--- config.mk ---
export PLATFORM = sky130hd
export DESIGN_NAME = reorder_buffer
export DESIGN_NICKNAME = d
export VERILOG_FILES = /design/src/rtl/reorder_buffer.sv
export SDC_FILE = /design/constraint.sdc
export NUM_CORES = 2
export LEC_CHECK = 0
export BUFFER_PORTS_ARGS = -buffer_cell sky130_fd_sc_hd__buf_2
export CAP_MARGIN = 20
export CORE_ASPECT_RATIO = 1.75
export CORE_MARGIN = 5
export CORE_UTILIZATION = 55
export DETAILED_ROUTE_END_ITERATION = 16
export HOLD_SLACK_MARGIN = 0.02
export PLACE_DENSITY = 0.72
export SYNTH_ARGS = -nofsm -noshare
export SYNTH_HDL_FRONTEND = slang
export SYNTH_SLANG_ARGS = --single-unit
--- constraint.sdc ---
create_clock -name clk_in -period 6.3 [get_ports clk_in]
set_clock_uncertainty 0.1 [all_clocks]
set_input_delay 0.63 -clock clk_in [delete_from_list [all_inputs] [get_ports clk_in]]
set_output_delay 0.63 -clock clk_in [all_outputs]
set_load 0.03 [all_outputs]
--- src/rtl/reorder_buffer.sv ---
// In-order commit buffer: allocates ROB ids, collects write-backs, commits to the CDB.
// Optional ROB_WB_FORWARD_EN: queries also see same-cycle rs/lsb write-backs.
module reorder_buffer #(
    parameter int ROB_INDEX_BIT = 4,
    parameter int ROB_CAP       = 16
) (
    input  logic                     clk_in,
    input  logic                     rst_in,
    input  logic                     rdy_in,

    input  logic                     inst_req,
    input  logic [1:0]               inst_kind,
    input  logic [4:0]               inst_rd,
    input  logic                     inst_pred_taken,
    input  logic [31:0]              inst_alt_addr,
    output logic [ROB_INDEX_BIT-1:0] alloc_rob_id,
    output logic                     full,

    input  logic                     rs_ready,
    input  logic [ROB_INDEX_BIT-1:0] rs_rob_id,
    input  logic [31:0]              rs_result,
    input  logic                     lsb_ready,
    input  logic [ROB_INDEX_BIT-1:0] lsb_rob_id,
    input  logic [31:0]              lsb_result,

    input  logic [ROB_INDEX_BIT-1:0] q1_id,
    input  logic [ROB_INDEX_BIT-1:0] q2_id,
    output logic                     q1_ready,
    output logic                     q2_ready,
    output logic [31:0]              q1_val,
    output logic [31:0]              q2_val,

    output logic                     cdb_req,
    output logic [ROB_INDEX_BIT-1:0] cdb_rob_id,
    output logic [31:0]              cdb_val,
    output logic [4:0]               cdb_rd,

    output logic                     store_commit,
    output logic [ROB_INDEX_BIT-1:0] store_commit_rob_id,

    output logic                     clear,
    output logic [31:0]              clear_pc
);

    typedef enum logic [1:0] {
        KIND_REG    = 2'd0,
        KIND_BRANCH = 2'd1,
        KIND_STORE  = 2'd2,
        KIND_JALR   = 2'd3
    } kind_e;

    localparam int CW = ROB_INDEX_BIT + 1;
    localparam logic [ROB_INDEX_BIT-1:0] IDX_ONE   = ROB_INDEX_BIT'(1);
    localparam logic [CW-1:0]            CNT_ONE   = CW'(1);
    localparam logic [CW-1:0]            CAP_CNT   = CW'(ROB_CAP);
    localparam logic [CW-1:0]            FULL_MARK = CW'(ROB_CAP - 2);

    logic [ROB_INDEX_BIT-1:0] head_q;
    logic [ROB_INDEX_BIT-1:0] tail_q;
    logic [CW-1:0]            count_q;
    logic [CW-1:0]            count_d;

    logic [ROB_CAP-1:0] busy_q;
    logic [ROB_CAP-1:0] ready_q;
    kind_e              kind_q  [ROB_CAP];
    logic [4:0]         rd_q    [ROB_CAP];
    logic               pred_q  [ROB_CAP];
    logic [31:0]        alt_q   [ROB_CAP];
    logic [31:0]        value_q [ROB_CAP];

    kind_e       head_kind;
    logic [4:0]  head_rd;
    logic        head_pred;
    logic [31:0] head_alt;
    logic [31:0] head_value;

    logic accept_gate;
    logic rs_ok;
    logic lsb_ok;
    logic do_alloc;
    logic do_commit;
    logic mispredict;
    logic flush;

    assign head_kind  = kind_q[head_q];
    assign head_rd    = rd_q[head_q];
    assign head_pred  = pred_q[head_q];
    assign head_alt   = alt_q[head_q];
    assign head_value = value_q[head_q];

    assign alloc_rob_id = tail_q;

    // The cycle after a redirect belongs to the flushed path, so inputs are dropped.
    assign accept_gate = rdy_in && !clear;
    assign rs_ok       = accept_gate && rs_ready && busy_q[rs_rob_id];
    assign lsb_ok      = accept_gate && lsb_ready && busy_q[lsb_rob_id];

    assign do_commit  = rdy_in && busy_q[head_q] && ready_q[head_q];
    assign mispredict = (head_kind == KIND_BRANCH)
                     && (head_value[0] != head_pred);
    assign flush      = do_commit
                     && ((head_kind == KIND_JALR) || mispredict);

    assign do_alloc = accept_gate && inst_req
                   && ((count_q != CAP_CNT) || do_commit);

    always_comb begin
        count_d = count_q;
        if (flush) begin
            count_d = '0;
        end else if (do_alloc && !do_commit) begin
            count_d = count_q + CNT_ONE;
        end else if (!do_alloc && do_commit) begin
            count_d = count_q - CNT_ONE;
        end
    end

    always_comb begin
        q1_ready = busy_q[q1_id] && ready_q[q1_id];
        q1_val   = value_q[q1_id];
        q2_ready = busy_q[q2_id] && ready_q[q2_id];
        q2_val   = value_q[q2_id];
`ifdef ROB_WB_FORWARD_EN
        if (rs_ok && (rs_rob_id == q1_id)) begin
            q1_ready = 1'b1;
            q1_val   = rs_result;
        end
        if (lsb_ok && (lsb_rob_id == q1_id)) begin
            q1_ready = 1'b1;
            q1_val   = lsb_result;
        end
        if (rs_ok && (rs_rob_id == q2_id)) begin
            q2_ready = 1'b1;
            q2_val   = rs_result;
        end
        if (lsb_ok && (lsb_rob_id == q2_id)) begin
            q2_ready = 1'b1;
            q2_val   = lsb_result;
        end
`endif
    end

    // Control state and registered commit outputs.
    always_ff @(posedge clk_in) begin
        if (rst_in) begin
            head_q              <= '0;
            tail_q              <= '0;
            count_q             <= '0;
            busy_q              <= '0;
            ready_q             <= '0;
            full                <= 1'b0;
            cdb_req             <= 1'b0;
            cdb_rob_id          <= '0;
            cdb_val             <= '0;
            cdb_rd              <= '0;
            store_commit        <= 1'b0;
            store_commit_rob_id <= '0;
            clear               <= 1'b0;
            clear_pc            <= '0;
        end else if (rdy_in) begin
            cdb_req      <= 1'b0;
            store_commit <= 1'b0;
            clear        <= 1'b0;

            if (rs_ok) begin
                ready_q[rs_rob_id] <= 1'b1;
            end
            if (lsb_ok) begin
                ready_q[lsb_rob_id] <= 1'b1;
            end

            if (do_commit) begin
                busy_q[head_q]  <= 1'b0;
                ready_q[head_q] <= 1'b0;
                head_q          <= head_q + IDX_ONE;
                unique case (1'b1)
                    (head_kind == KIND_REG): begin
                        cdb_req    <= 1'b1;
                        cdb_rob_id <= head_q;
                        cdb_val    <= head_value;
                        cdb_rd     <= head_rd;
                    end
                    (head_kind == KIND_JALR): begin
                        cdb_req    <= 1'b1;
                        cdb_rob_id <= head_q;
                        cdb_val    <= head_alt;
                        cdb_rd     <= head_rd;
                        clear      <= 1'b1;
                        clear_pc   <= {head_value[31:1], 1'b0};
                    end
                    (head_kind == KIND_BRANCH): begin
                        if (mispredict) begin
                            clear    <= 1'b1;
                            clear_pc <= head_alt;
                        end
                    end
                    (head_kind == KIND_STORE): begin
                        store_commit        <= 1'b1;
                        store_commit_rob_id <= head_q;
                    end
                endcase
            end

            // A full buffer may reuse the slot being committed this cycle.
            if (do_alloc) begin
                busy_q[tail_q]  <= 1'b1;
                ready_q[tail_q] <= 1'b0;
                tail_q          <= tail_q + IDX_ONE;
            end

            if (flush) begin
                busy_q  <= '0;
                ready_q <= '0;
                head_q  <= '0;
                tail_q  <= '0;
            end

            count_q <= count_d;
            full    <= (count_d >= FULL_MARK);
        end
    end

    // Entry payload needs no reset; busy/ready qualify it.
    always_ff @(posedge clk_in) begin
        if (!rst_in && rdy_in) begin
            if (rs_ok) begin
                value_q[rs_rob_id] <= rs_result;
            end
            if (lsb_ok) begin
                value_q[lsb_rob_id] <= lsb_result;
            end
            if (do_alloc) begin
                kind_q[tail_q] <= kind_e'(inst_kind);
                rd_q[tail_q]   <= inst_rd;
                pred_q[tail_q] <= inst_pred_taken;
                alt_q[tail_q]  <= inst_alt_addr;
            end
        end
    end

endmodule

==> run_results.csv <==
group,metric,value,unit
outcome,status,"finished, final reports clean",
critical_path,path_cells,"mux4_2 -> mux4_2 -> nand3_2 -> nor3_2 -> and2_4 -> o21bai_4 -> buf_4",
synth,syn_area,64600,sq um
cells_and_area,fillerInstances,8343,
synth,synth_top_family_by_area,"multiplexers",
critical_path,crit_type,"flop to flop",
clock_tree,cts_root_buf,"clkbuf_16",
sta,fin_ws,2.13,ns
clock_tree,cts_buffers,114,
critical_path,path_common_cell,"mux4_2",
cells_and_area,final_cell_area,71500,sq um
sta,tns,0,ns
placed_design,gp_congestion,0.907,
routing,drt.antenna.violating_nets,0,
die,core_area,117000,sq um
sta,finalCritPeriodShare,66.2,%
synth,syn-num-nets,3636,
job,cap_violations,0,
routing,wl_per_cell,35.6,um
synth,synthXorXnorAreaFrac,0.138,%
critical_path,slowest_stage,"and2_4",
clock_tree,post_cts_resized,0,
clock_tree,postCtsHoldBufs,0,
routing,drc,0,
critical_path,cp_max_fo,33,
sta,rsz0062_at_grt,"no",
power,leakage,0.0224,uW
grt,grtUsageTotal,30.0,%
synth,syn_area_per_cell,18.5,sq um
clock_tree,clockBufferDepth,3,
grt,grt_pass1_wl,270,mm
critical_path,critPathCaptureType,"flop",
synth,synth.top_cell.area_share,53.6,%
placed_design,place_area,67600,sq um
sta,slew_violations,0,
placed_design,dp_hpwl,117,mm
critical_path,cp_top_family,"simple AND/OR/NAND/NOR gates",
routing,vias_per_cell,7.06,
synth,ys_ff_latch,1282,
power,power_density,247,nW/um^2
clock_tree,insertion_delay,0.75,ns
sta,tightestPinTransition,1.13,ns
clock_tree,cts_tree,"built",
synth,synthFlopType,"edfxtp_1",
placed_design,dp_slack,1.96,ns
grt,grt_max_degree,87,
synth,synthTopCellsByArea,"edfxtp_1 54%, mux4_2 24%, mux2_2 7.9%, dfxtp_1 4.0%, clkbuf_1 1.1%",
die,initial_core_util,55.2,%
die,rows,166,
power,ir_drop,0.232,mV
clock_tree,numClockSinks,1282,
synth,synth_top_cell_by_area,"edfxtp_1",
sta,fmax,240,MHz
die,dieArea,125000,sq um
critical_path,required,6.54,ns
critical_path,worstPathArrival,4.41,ns
synth,synth.distinct_cells,68,
clock_tree,htree_levels,3,
synth,synth-compound-area-share,2.94,%
die,die_x,269,um
synth,synthAdderAreaFrac,0.252,%
clock_tree,postCtsSetupRepairBufs,0,
synth,synth_edf_count,1152,
critical_path,crit_path_max_incr_delay,0.88,ns
synth,synthSimpleGateAreaFrac,2.11,%
die,die_y,463,um
synth,synth_cells,3497,
grt,overflow,0,
synth,async_reset_ff_share,0,%
grt,antenna_found_initial,38,
routing,via_count,37300,
synth,synth_mux_area_share,34.5,%
routing,drt_iter0_drc,3873,
routing,routed_wl,188,mm
grt,first_global_vias,38100,
critical_path,cp-start-kind,"flop",
sta,slew_headroom,24.7,%
placed_design,port-buffer-count,276,
cells_and_area,drive_above_1_share,49.2,%
sta,setup_viol,0,
sta,hold_viol_final,0,
cells_and_area,area_growth,10.8,%
sta,period_minus_slack,4.17,ns
die,ioPinCount,277,
routing,drt_pre_antenna_iters,7,
synth,yosysWarnings,0,
synth,synth_seq_area_share,57.6,%
clock_tree,clk_pin_slew,0.07,ns
critical_path,path_buf_inv,1,
min_path,worstHoldPathType,"primary input to flop",
cells_and_area,nets,3786,
-- where the power goes --
group          leakage (uW)  switching, uW  internal, uW
clock network       0.00190           3250          4100
logic               0.00913            632           439
registers            0.0114           9.24          9260
-- per-stage QoR --
| stage | power [uW] | std cells | hold slack, ns | util (%) |
|---|---|---|---|---|
| after floorplan | 10200 | 3497 | 0.341 | - |
| after global placement | 10500 | 5039 | 0.341 | 57.7 |
| after detailed placement | 10500 | 5042 | 0.346 | 57.8 |
| after CTS | 17800 | 5258 | 0.112 | 61.1 |
| after global routing | 18200 | 5264 | 0.140 | 61.1 |
| final | 17700 | 5281 | 0.152 | 61.2 |
-- logic make-up after synthesis --
group / after synthesis
buffers and inverters: 370
multiplexers: 1279
AND/OR/NAND/NOR: 289
XOR/XNOR: 8
adder cells (fa/ha/maj): 13
AO/OA/AOI/OAI: 256
flip-flops: 1282
-- area by class of cell --
cell class              instances  area (sq um)  area share (%)
diodes                         22          55.1          0.0769
multi-input cells            1845         26100            36.5
repair buffers                372          2240            3.13
clock inverters                81           975            1.36
flip-flops and latches       1282         37200            52.0
inverters                      32           120           0.168
clock buffers                 135          2940            4.11
well taps                    1512          1890            2.64
-- registers in the layout, indices dropped and copies added, names as in the netlist, 16 cells and up, named ones only --
signal and cells:
alt_q 512, busy_q 16, kind_q 32, ready_q 16
rd_q 80, cdb_val 32, pred_q 16, value_q 512
clear_pc 32
-- cell usage in the layout, fill, tap and decap left out, types with 29 or more instances in the layout --
cell type,n
inv_1,31
edfxtp_1,1152
mux4_2,696
a211oi_2,31
buf_4,91
mux2i_1,69
nor2_1,75
mux2_2,456
mux2_1,29
a211oi_1,38
nand2_1,74
nand3_1,30
buf_2,269
mux2_4,29
clkbuf_16,114
dfxtp_1,125
a21oi_1,73
-- final timing paths --
kind,depth (start not counted),startpoint,slack (ns),to
setup / recovery,7,busy_q[7],2.13,value_q[14][7]
hold / removal,1,inst_kind[0],0.15,kind_q[11][0]
setup reg to reg,7,busy_q[7],2.13,value_q[14][7]
hold reg to reg,2,cdb_rob_id[2],0.35,cdb_rob_id[2]
-- worst reg2reg max path, stage by stage, from the launching register on --
cell and delay [ns]:
dfxtp_1 0.59, mux4_2 0.32, mux4_2 0.26, nand3_2 0.15, nor3_2 0.57, and2_4 0.88
o21bai_4 0.27, buf_4 0.61
-- cells in the mapped netlist, drive strengths merged, types with 30 or more instances --
| master | instances |
|---|---|
| edfxtp | 1152 |
| mux4 | 696 |
| mux2 | 514 |
| clkbuf | 186 |
| buf | 152 |
| dfxtp | 130 |
| nand2 | 89 |
| nor2 | 88 |
| a21oi | 73 |
| a211oi | 69 |
| mux2i | 69 |
| inv | 32 |
| nand3 | 32 |
| o21ai | 30 |
-- metal layers --
metal / wire length (um) / global-route usage (%) / up-vias / share of wire, %
met4: 8520 / 11.7 / 28 / 4.5
met1: 65400 / 37.8 / 19700 / 35
li1: - / - / 15000 / -
met5: 181 / 0 / - / 0.096
met3: 16600 / 6.23 / 475 / 8.8
met2: 97300 / 51.3 / 2027 / 52
No activity file was read; power rests on OpenSTA's default activity.
